**src/rtl/if_pkg.sv**
```systemverilog
// Shared types for the instruction prefetcher: fetch FSM states and the
// read-length code used for every memory request.
package if_pkg;

   typedef enum logic [1:0] {
      ST_IDLE = 2'd0,
      ST_REQ  = 2'd1,
      ST_WAIT = 2'd2,
      ST_DROP = 2'd3
   } if_state_e;

   // Memory length code for a 4-byte word read.
   localparam logic [1:0] RLEN_WORD = 2'd3;

endpackage

```
**src/rtl/if_fifo.sv**
```systemverilog
// Prefetch queue: DEPTH entries of {pc, inst}, synchronous flush, occupancy count.
module if_fifo #(
   parameter int DEPTH = 4,
   parameter int W     = 64,
   localparam int AW   = $clog2(DEPTH),
   localparam int CW   = AW + 1
) (
   input  logic          clk,
   input  logic          rst,
   input  logic          flush_i,
   input  logic          push_i,
   input  logic [W-1:0]  wdata_i,
   input  logic          pop_i,
   output logic [W-1:0]  rdata_o,
   output logic [CW-1:0] count_o
);

   logic [W-1:0]  mem_q [DEPTH];
   logic [AW-1:0] wr_q, rd_q;
   logic [CW-1:0] cnt_q;

   always_ff @(posedge clk or posedge rst) begin
      if (rst) begin
         wr_q  <= '0;
         rd_q  <= '0;
         cnt_q <= '0;
      end else if (flush_i) begin
         wr_q  <= '0;
         rd_q  <= '0;
         cnt_q <= '0;
      end else begin
         if (push_i) wr_q <= wr_q + AW'(1);
         if (pop_i)  rd_q <= rd_q + AW'(1);
         case ({push_i, pop_i})
            2'b10:   cnt_q <= cnt_q + CW'(1);
            2'b01:   cnt_q <= cnt_q - CW'(1);
            default: cnt_q <= cnt_q;
         endcase
      end
   end

   // Storage is not reset; the top masks the head while the queue is empty.
   always_ff @(posedge clk) begin
      if (push_i && !flush_i) mem_q[wr_q] <= wdata_i;
   end

   assign rdata_o = mem_q[rd_q];
   assign count_o = cnt_q;

endmodule

```
**src/rtl/if_prefetch.sv**
```systemverilog
// Instruction prefetcher: one outstanding word read at a time into a small queue.
// Optional byte reversal of fetched words when IF_BSWAP_EN is defined.
//
//   state | meaning
//   IDLE  | queue has no room for another fetch
//   REQ   | re asserted, addr held until mem_rdy
//   WAIT  | request accepted, waiting for mem_rvalid
//   DROP  | redirected while a response is pending; discard it
module if_prefetch
   import if_pkg::*;
#(
   parameter int               INST_L   = 32,
   parameter int               PC_L     = 32,
   parameter int               MADDR_L  = 32,
   parameter int               DEPTH    = 4,
   parameter logic [PC_L-1:0]  RESET_PC = '0
) (
   input  logic               clk,
   input  logic               rst,
   input  logic               jp_e,
   input  logic [PC_L-1:0]    pc_in,
   output logic               re,
   output logic [MADDR_L-1:0] addr,
   output logic [1:0]         r_len,
   input  logic               mem_rdy,
   input  logic               mem_rvalid,
   input  logic [INST_L-1:0]  datain,
   output logic               down_syn,
   input  logic               down_ack,
   output logic [INST_L-1:0]  inst,
   output logic [PC_L-1:0]    inst_pc
);

   localparam int            CW       = $clog2(DEPTH) + 1;
   localparam logic [CW-1:0] DEPTH_C  = CW'(DEPTH);
   localparam logic [CW-1:0] DEPTH_M1 = CW'(DEPTH - 1);

   if_state_e                state_q, state_d;
   logic [PC_L-1:0]          pc_q, pc_d;
   logic [PC_L-1:0]          req_pc_q, req_pc_d;
   logic [CW-1:0]            count;
   logic                     push, pop;
   logic [INST_L-1:0]        inst_w;
   logic [PC_L+INST_L-1:0]   head;

`ifdef IF_BSWAP_EN
   always_comb begin
      inst_w = '0;
      for (int b = 0; b < INST_L / 8; b++) begin
         inst_w[8*b +: 8] = datain[INST_L-8-8*b +: 8];
      end
   end
`else
   assign inst_w = datain;
`endif

   assign down_syn = (count != '0);
   assign pop      = down_syn & down_ack;
   assign re       = (state_q == ST_REQ);
   assign addr     = re ? pc_q[MADDR_L-1:0] : '0;
   assign r_len    = re ? RLEN_WORD : 2'd0;
   assign inst     = down_syn ? head[INST_L-1:0] : '0;
   assign inst_pc  = down_syn ? head[PC_L+INST_L-1:INST_L] : '0;

   always_ff @(posedge clk or posedge rst) begin
      if (rst) begin
         state_q  <= ST_IDLE;
         pc_q     <= RESET_PC;
         req_pc_q <= '0;
      end else begin
         state_q  <= state_d;
         pc_q     <= pc_d;
         req_pc_q <= req_pc_d;
      end
   end

   always_comb begin
      state_d  = state_q;
      pc_d     = pc_q;
      req_pc_d = req_pc_q;
      push     = 1'b0;
      case (state_q)
         ST_IDLE: begin
            if (jp_e) begin
               pc_d    = pc_in;
               state_d = ST_REQ;
            end else if (count < DEPTH_C) begin
               state_d = ST_REQ;
            end
         end
         ST_REQ: begin
            if (mem_rdy) req_pc_d = pc_q;
            // A redirect in the accepting cycle still leaves a response in flight.
            if (jp_e) begin
               pc_d    = pc_in;
               state_d = mem_rdy ? ST_DROP : ST_REQ;
            end else if (mem_rdy) begin
               pc_d    = pc_q + PC_L'(4);
               state_d = ST_WAIT;
            end
         end
         ST_WAIT: begin
            if (jp_e) begin
               pc_d    = pc_in;
               state_d = mem_rvalid ? ST_REQ : ST_DROP;
            end else if (mem_rvalid) begin
               push    = 1'b1;
               state_d = (!pop && count == DEPTH_M1) ? ST_IDLE : ST_REQ;
            end
         end
         ST_DROP: begin
            if (jp_e)       pc_d    = pc_in;
            if (mem_rvalid) state_d = ST_REQ;
         end
         default: state_d = ST_IDLE;
      endcase
   end

   if_fifo #(
      .DEPTH (DEPTH),
      .W     (PC_L + INST_L)
   ) u_fifo (
      .clk     (clk),
      .rst     (rst),
      .flush_i (jp_e),
      .push_i  (push),
      .wdata_i ({req_pc_q, inst_w}),
      .pop_i   (pop),
      .rdata_o (head),
      .count_o (count)
   );

endmodule

```
**config.mk**
```make
export PLATFORM = sky130hd
export DESIGN_NAME = if_prefetch
export DESIGN_NICKNAME = d
export VERILOG_FILES = /design/src/rtl/if_pkg.sv /design/src/rtl/if_fifo.sv /design/src/rtl/if_prefetch.sv
export SDC_FILE = /design/constraint.sdc
export NUM_CORES = 1
export LEC_CHECK = 0
export CAP_MARGIN = 20
export CORE_MARGIN = 1.5
export CORE_UTILIZATION = 56
export DETAILED_ROUTE_END_ITERATION = 12
export PLACE_DENSITY = 0.83
export SLEW_MARGIN = 20
export SYNTH_ARGS = -nofsm -noshare
export SYNTH_HDL_FRONTEND = slang
export SYNTH_SLANG_ARGS = --single-unit
```
**constraint.sdc**
```tcl
create_clock -name clk -period 4.03 [get_ports clk]
set_input_delay 1.0075 -clock clk [delete_from_list [all_inputs] [get_ports clk]]
set_output_delay 1.0075 -clock clk [all_outputs]
set_load 0.03 [all_outputs]
```
==> impl_summary.txt, run 1 <==
----------------------------------------------------
[Cells and area]
  Number of cells in the finished layout apart from fillers ... 1324
  Net count reported at finish ... 1060
  Core utilization of the finished layout ... 71.31%
  Antenna Cells ... 0
  Share of layout cells above drive strength 1 ... 18.11%
  Layout-stage area growth over the synthesis result ... 23.83%
  Register area ... 9522 µm²
  Area occupied by multi-input gates ... 3861 µm²
  Filler cell count in the final layout ... 1512
  Cell area after layout ... 16890 µm²

[Global route]
  First-pass GRT wire length ... 45350 µm
  Global-route total usage across every layer ... 23.36%
  Pin count of the biggest net entering global routing ... 74
  Total congestion overflow after global routing ... 0
  Vias in the first global route ... 7942
  Antenna violations before repair ... 0

[Power and ir drop]
  Switching portion of total power ... 32.03%
  Leakage component of the power ... 5.784 nW
  Clk pwr share ... 27.7%
  Maximum ir drop on the vdd rail ... 488.6 µV
  Logic gate share of total power ... 32.3%
  NetSw ... 3.577 mW
  Sequential group share of total power ... 40.0%
  Power per Cell Area ... 661.2 nW/µm²
  Internal Pwr Total ... 7.591 mW

[Drt]
  Via count of the routed design ... 7682
  Number of remaining DRC errors ... 0
  Routed wirelength normalized by instance count ... 21.81 µm
  First-pass DRT Iterations ... 5
  Vias per cell ... 5.802
  Total wire length ... 28880 µm
  Routed Antenna Nets ... 0
  Starting DRT DRC Count ... 496

[Timing]
  Unrepaired setup endpoints after global routing ... false
  Hold violation count in the final report ... 0
  Share of the clock period used by the worst path ... 94.68%
  Max-Slew Margin vs Limit ... 53.25%
  Slew of the pin with the lowest slew margin ... 0.7013 ns
  Final setup viols ... 0
  Setup TNS ... 0 ns
  Highest clock frequency the design can meet ... 262.1 MHz
  Max Transition Viols Final ... 0
  Worst Clk Skew ... 0.01143 ns
  Clock period minus final worst setup slack ... 3.816 ns

[Logic synthesis]
  Syn Area/Cell ... 16.98 µm²
  Syn. warnings ... 0
  Top post-synthesis cells by area ... sky130_fd_sc_hd__edfxtp_1, sky130_fd_sc_hd__dfrtp_1, sky130_fd_sc_hd__mux4_2, sky130_fd_sc_hd__and2_1, sky130_fd_sc_hd__mux2_2
  Number of synthesized flops with an enable pin ... 256
  Share of synthesized flip-flops with an asynchronous set or reset ... 22.19%
  Post-synthesis cell type with the largest combined area ... sky130_fd_sc_hd__edfxtp_1
  Top post-synthesis cells by count ... sky130_fd_sc_hd__edfxtp_1, sky130_fd_sc_hd__and2_1, sky130_fd_sc_hd__dfrtp_1
  Most instantiated library cell after synthesis ... sky130_fd_sc_hd__edfxtp_1
  Top cell type's share of synthesized area ... 56.37%
  Mapped Nets ... 884
  Share of the yosys chip area belonging to registers ... 69.76%
  Synth Instances ... 803
  Predominant post-synthesis flop cell ... sky130_fd_sc_hd__edfxtp_1
  Cell area after technology mapping ... 13640 µm²
  Flops & latches, synth ... 329
  Post-synth cell types ... 51

[CTS]
  CTS root buffer ... sky130_fd_sc_hd__clkbuf_16
  Maximum level of the CTS H-tree ... 2
  Number of clock sinks ... 329
  Clock buffers created by TritonCTS ... 34
  Clock tree from TritonCTS ... built
  Post-CTS Hold Fix Bufs ... 0
  Resized cells post-CTS ... 0
  Clock Latency Late Sink ... 0.51 ns
  Clock slew at the register clock pins of the worst setup and hold paths ... 0.06 ns
  Setup fix buffers added after clock tree synthesis ... 0
  Buffer levels on the longest clock path ... 3

[Hold path]
  Cell depth of the worst hold path ... 0
  Worst Hold Path EP ... u_fifo.mem_q[1][63]$_DFFE_PP_
  Min-delay src ... req_pc_q[31]$_DFFE_PP0P_
  Worst min-delay path category ... flip-flop to flip-flop

[Critical path]
  Worst EP arrival ... 2.81 ns
  Path depth of the worst reg2reg path ... 7
  Kind of capture point of the worst setup path ... output pin
  Reg-to-reg critical path startpoint ... state_q[1]$_DFFE_PP0P_
  Top fanout value on the critical path ... 39
  Setup Crit Path Kind ... flip-flop to output pin
  Worst setup slack for register-to-register paths ... 1.42 ns
  Endpoint of the lowest-slack register-to-register path ... pc_q[22]$_DFFE_PP0P_
  Required time at the worst-slack endpoint ... 3.02 ns
  Kind of start point of the critical path ... flip-flop

[Place]
  Count of port buffers added during placement ... 169
  Post-detail-place hpwl ... 17740 µm
  Placed instance count ... 1262
  Routability cong. ... 0.8555
  Placed standard-cell area ... 15770 µm²

[Die]
  Die area ... 25300 µm²
  Placeable core area ... 23680 µm²
  Ports placed on the boundary ... 170
  Number of placement rows ... 56
  Die width ... 159.1 µm
  Die Span Y ... 159.1 µm
  Initial Utilization ... 57.59%

[Flow run]
  Max-capacitance violation count ... 0

[Outcome]
  Outcome ... finished, final reports clean

----------------------------------------------------
-- through the flow --
stage               setup WS [ns]  power [mW]  hold slack [ns]
floorplan                  0.5936       6.673           0.4709
global placement           0.7877       8.088           0.4898
detailed placement         0.7623       8.175           0.4982
CTS                        0.1728       11.27           0.5076
global route               0.1347       11.62           0.5319
finish                     0.2144       11.17           0.5112
-- layer usage --
metal,track usage [%],up-vias,wire [µm]
li1,-,3451,-
met1,32.19,3885,12160
met2,38.98,312,14530
met3,3.907,34,1714
met4,6.432,0,471
met5,0,-,0
-- layout by cell type (no fill, tap or decap), types with 5 or more instances in the layout --
cell type                         count
sky130_fd_sc_hd__clkbuf_1             9
sky130_fd_sc_hd__clkinv_1             5
sky130_fd_sc_hd__dfrtp_1             71
sky130_fd_sc_hd__mux4_2              64
sky130_fd_sc_hd__xor2_1               6
sky130_fd_sc_hd__nor2_1              21
sky130_fd_sc_hd__or4_1                9
sky130_fd_sc_hd__clkinv_2             7
sky130_fd_sc_hd__a21oi_1             10
sky130_fd_sc_hd__o31ai_1             11
sky130_fd_sc_hd__nand4_1             12
sky130_fd_sc_hd__and4_1               9
sky130_fd_sc_hd__nand2_1             29
sky130_fd_sc_hd__o21ai_0             14
sky130_fd_sc_hd__nand3_1             15
sky130_fd_sc_hd__nor3_1               5
sky130_fd_sc_hd__and3_1               8
sky130_fd_sc_hd__inv_1                7
sky130_fd_sc_hd__buf_4               14
sky130_fd_sc_hd__edfxtp_1           256
sky130_fd_sc_hd__buf_12               8
sky130_fd_sc_hd__mux2_2              34
sky130_fd_sc_hd__and2_1             102
sky130_fd_sc_hd__clkdlybuf4s50_1    168
sky130_fd_sc_hd__ha_1                10
sky130_fd_sc_hd__clkbuf_16           37
sky130_fd_sc_hd__a31oi_1             11
-- worst max-delay path by stage --
stage	slack, ns	cells after the start	start	to
after detailed placement	0.76	4	u_fifo.rd_q[0]$_DFFE_PP0P_	inst_pc[28]
after floorplan	0.59	3	jp_e	u_fifo.mem_q[0][0]$_DFFE_PP_
final	0.21	4	u_fifo.rd_q[1]$_DFFE_PP0P_	inst_pc[1]
after global routing	0.13	4	u_fifo.rd_q[0]$_DFFE_PP0P_	inst[1]
after CTS	0.17	4	u_fifo.rd_q[0]$_DFFE_PP0P_	inst[1]
after global placement	0.79	4	u_fifo.rd_q[0]$_DFFE_PP0P_	inst[31]
-- layout make-up --
cell class	count	area share, %
Tap cell	319	2.363
Multi-Input combinational cell	414	22.86
Inverter	9	0.2074
Clock buffer	50	6.008
Sequential cell	329	56.38
Clock inverter	12	0.6223
Timing Repair Buffer	191	11.56
-- power by group through the flow --
stage	registers, mW	clock network (mW)	logic, mW
finish	4.47	3.09	3.61
global placement	4.50	0	3.59
floorplan	4.37	0	2.30
CTS	4.46	3.14	3.66
detailed placement	4.53	0	3.64
global route	4.51	3.28	3.83
-- sequential cells by signal (all words and copies together) (netlist names) --
signal / count
req_pc_q: 32
u_fifo.count_o: 3
state_q: 2
pc_q: 32
u_fifo.wr_q: 2
u_fifo.rd_q: 2
u_fifo.mem_q: 256
-- cells by family after synthesis --
family / count (synthesis) / share of synthesized area (%)
xor+xnor: 9 / 0.5780
fa+ha+maj: 11 / 1.064
flops: 329 / 69.76
compound gates: 61 / 2.908
buf+inv: 60 / 2.009
simple gates: 232 / 10.08
mux: 101 / 13.60
-- critical path: stages, from the launching register on --
cell                              delay (ns)
sky130_fd_sc_hd__dfrtp_4                0.88
sky130_fd_sc_hd__buf_4                  0.30
sky130_fd_sc_hd__mux4_2                 0.32
sky130_fd_sc_hd__and2_1                 0.18
sky130_fd_sc_hd__clkdlybuf4s50_1        0.58
Power figures use the tool's default switching activity.
==> inputs of run 2 (changes only) <==
CELL_PAD_IN_SITES_DETAIL_PLACEMENT = 1   (was unset)
CELL_PAD_IN_SITES_GLOBAL_PLACEMENT = 1   (was unset)
CORE_UTILIZATION = 47   (was 56)
==> impl_summary.txt, run 2 (synthesized netlist as in run 1, its figures left out) <==
----------------------------------------------------
[Timing]
  Highest clock frequency the design can meet ... 263.9 MHz
  Share of the clock period used by the worst path ... 94.03%
  Slew of the pin with the lowest slew margin ... 0.6475 ns
  Clock period minus final worst setup slack ... 3.789 ns
  Worst Clk Skew ... 0.02104 ns
  Max-Slew Margin vs Limit ... 56.83%
  Hold violation count in the final report ... 0
  Max Transition Viols Final ... 0
  Setup TNS ... 0 ns
  Unrepaired setup endpoints after global routing ... false
  Final setup viols ... 0

[Global route]
  Global-route total usage across every layer ... 21.80%
  Vias in the first global route ... 8380
  Total congestion overflow after global routing ... 0
  First-pass GRT wire length ... 49650 µm
  Antenna violations before repair ... 1
  Pin count of the biggest net entering global routing ... 67

[Power and ir drop]
  Clk pwr share ... 27.6%
  Logic gate share of total power ... 32.6%
  Total power consumption of the routed design ... 11.18 mW
  Power per Cell Area ... 660.6 nW/µm²
  NetSw ... 3.615 mW
  Internal Pwr Total ... 7.564 mW
  Sequential group share of total power ... 39.8%
  Switching portion of total power ... 32.34%
  Leakage component of the power ... 5.746 nW
  Maximum ir drop on the vdd rail ... 381.0 µV

[Drt]
  First-pass DRT Iterations ... 4
  Via count of the routed design ... 7712
  Total wire length ... 31700 µm
  Vias per cell ... 5.568
  Starting DRT DRC Count ... 494
  Number of remaining DRC errors ... 0
  Routed Antenna Nets ... 0
  Routed wirelength normalized by instance count ... 22.89 µm

[CTS]
  Post-CTS Hold Fix Bufs ... 0
  Number of clock sinks ... 329
  CTS root buffer ... sky130_fd_sc_hd__clkbuf_16
  Clock Latency Late Sink ... 0.51 ns
  Setup fix buffers added after clock tree synthesis ... 0
  Clock tree from TritonCTS ... built
  Clock buffers created by TritonCTS ... 36
  Clock slew at the register clock pins of the worst setup and hold paths ... 0.06 ns
  Maximum level of the CTS H-tree ... 2
  Buffer levels on the longest clock path ... 3
  Resized cells post-CTS ... 0

[Die]
  Placeable core area ... 28630 µm²
  Initial Utilization ... 47.64%
  Die Span Y ... 173.3 µm
  Die width ... 173.3 µm
  Number of placement rows ... 62
  Ports placed on the boundary ... 170
  Die area ... 30050 µm²

[Place]
  Count of port buffers added during placement ... 169
  Post-detail-place hpwl ... 20400 µm
  Placed standard-cell area ... 15820 µm²
  Routability cong. ... 0.8007

[Cells and area]
  Leading cell type in the layout, fill and taps excluded ... sky130_fd_sc_hd__edfxtp_1
  Flip-flop count of the largest register after layout ... 256
  Net count reported at finish ... 1059
  Cell area after layout ... 16920 µm²
  Antenna Cells ... 0
  Most frequent cells in the layout ... sky130_fd_sc_hd__edfxtp_1, sky130_fd_sc_hd__clkdlybuf4s50_1, sky130_fd_sc_hd__and2_1
  Layout-stage area growth over the synthesis result ... 24.07%
  Share of layout cells above drive strength 1 ... 17.28%
  Core utilization of the finished layout ... 59.11%
  Largest registers ... u_fifo.mem_q: 256 flops, pc_q: 32 flops, req_pc_q: 32 flops
  Most flops, register ... u_fifo.mem_q

[Flow run]
  Max-capacitance violation count ... 0

[Critical path]
  Reg-to-reg critical path startpoint ... state_q[1]$_DFFE_PP0P_
  Kind of start point of the critical path ... flip-flop
  Top fanout value on the critical path ... 30
  Worst EP arrival ... 2.78 ns
  Kind of capture point of the worst setup path ... output pin
  Required time at the worst-slack endpoint ... 3.02 ns
  Setup Crit Path Kind ... flip-flop to output pin
  CP Launch Point ... state_q[1]$_DFFE_PP0P_

[Hold path]
  Worst min-delay path category ... flip-flop to flip-flop
  Min-delay src ... req_pc_q[2]$_DFFE_PP0P_

[Outcome]
  Outcome ... finished, final reports clean

----------------------------------------------------
run 2: cell types whose count changed in the layout (fill, tap and decap cells not counted), sizes merged:
cell	change
buf	-3
clkbuf	-3
bufinv	+1
clkinv	+1
run 2: metal layers:
layer | vias to the layer above | GRT usage (%) | wire length [µm]
met1 | 3974 | 28.66 | 13330
met3 | 44 | 3.816 | 1626
met4 | 0 | 5.326 | 580
li1 | 3461 | - | -
met2 | 233 | 37.87 | 16160
met5 | - | 0 | 0
run 2: layout make-up:
class / count / area (µm²)
fill: 2563 / 11700
tap: 384 / 480.5
inverter: 9 / 35.03
timing repair buffer: 188 / 1917
multi-input combinational: 414 / 3865
clock buffer: 47 / 963.4
sequential: 329 / 9522
clock inverter: 14 / 138.9
run 2: final timing paths:
path	end	slack (ns)	cells past startpoint
setup reg to reg	pc_q[19]$_DFFE_PP0P_	1.31	7
min in group asynchronous	pc_q[16]$_DFFE_PP0P_	0.83	2
setup / recovery	addr[11]	0.24	5
hold reg to reg	u_fifo.mem_q[2][34]$_DFFE_PP_	0.51	0
max in group asynchronous	req_pc_q[7]$_DFFE_PP0P_	2.40	4
hold / removal	u_fifo.mem_q[2][34]$_DFFE_PP_	0.51	0
run 2: worst max-delay path, stage by stage, from the launching register on:
cell	delay, ns
sky130_fd_sc_hd__dfrtp_1	0.42
sky130_fd_sc_hd__inv_1	0.11
sky130_fd_sc_hd__ha_1	0.40
sky130_fd_sc_hd__buf_4	0.38
sky130_fd_sc_hd__and2_1	0.25
sky130_fd_sc_hd__clkdlybuf4s50_1	0.69
run 2: power groups by stage:
stage	clock network [mW]	registers (mW)	logic, mW
after global placement	0	4.47	3.59
final	3.09	4.45	3.64
after detailed placement	0	4.52	3.68
after global routing	3.27	4.51	3.89
after CTS	3.16	4.45	3.71
after floorplan	0	4.37	2.30
run 2: metrics by stage:
stage | std cells | hold WS (ns) | setup WS (ns)
after floorplan | 803 | 0.4709 | 0.5936
after global placement | 1323 | 0.4866 | 0.6731
after detailed placement | 1324 | 0.5017 | 0.5756
after CTS | 1385 | 0.5154 | 0.03041
after global routing | 1385 | 0.5386 | 0.1475
final | 1385 | 0.5114 | 0.2405
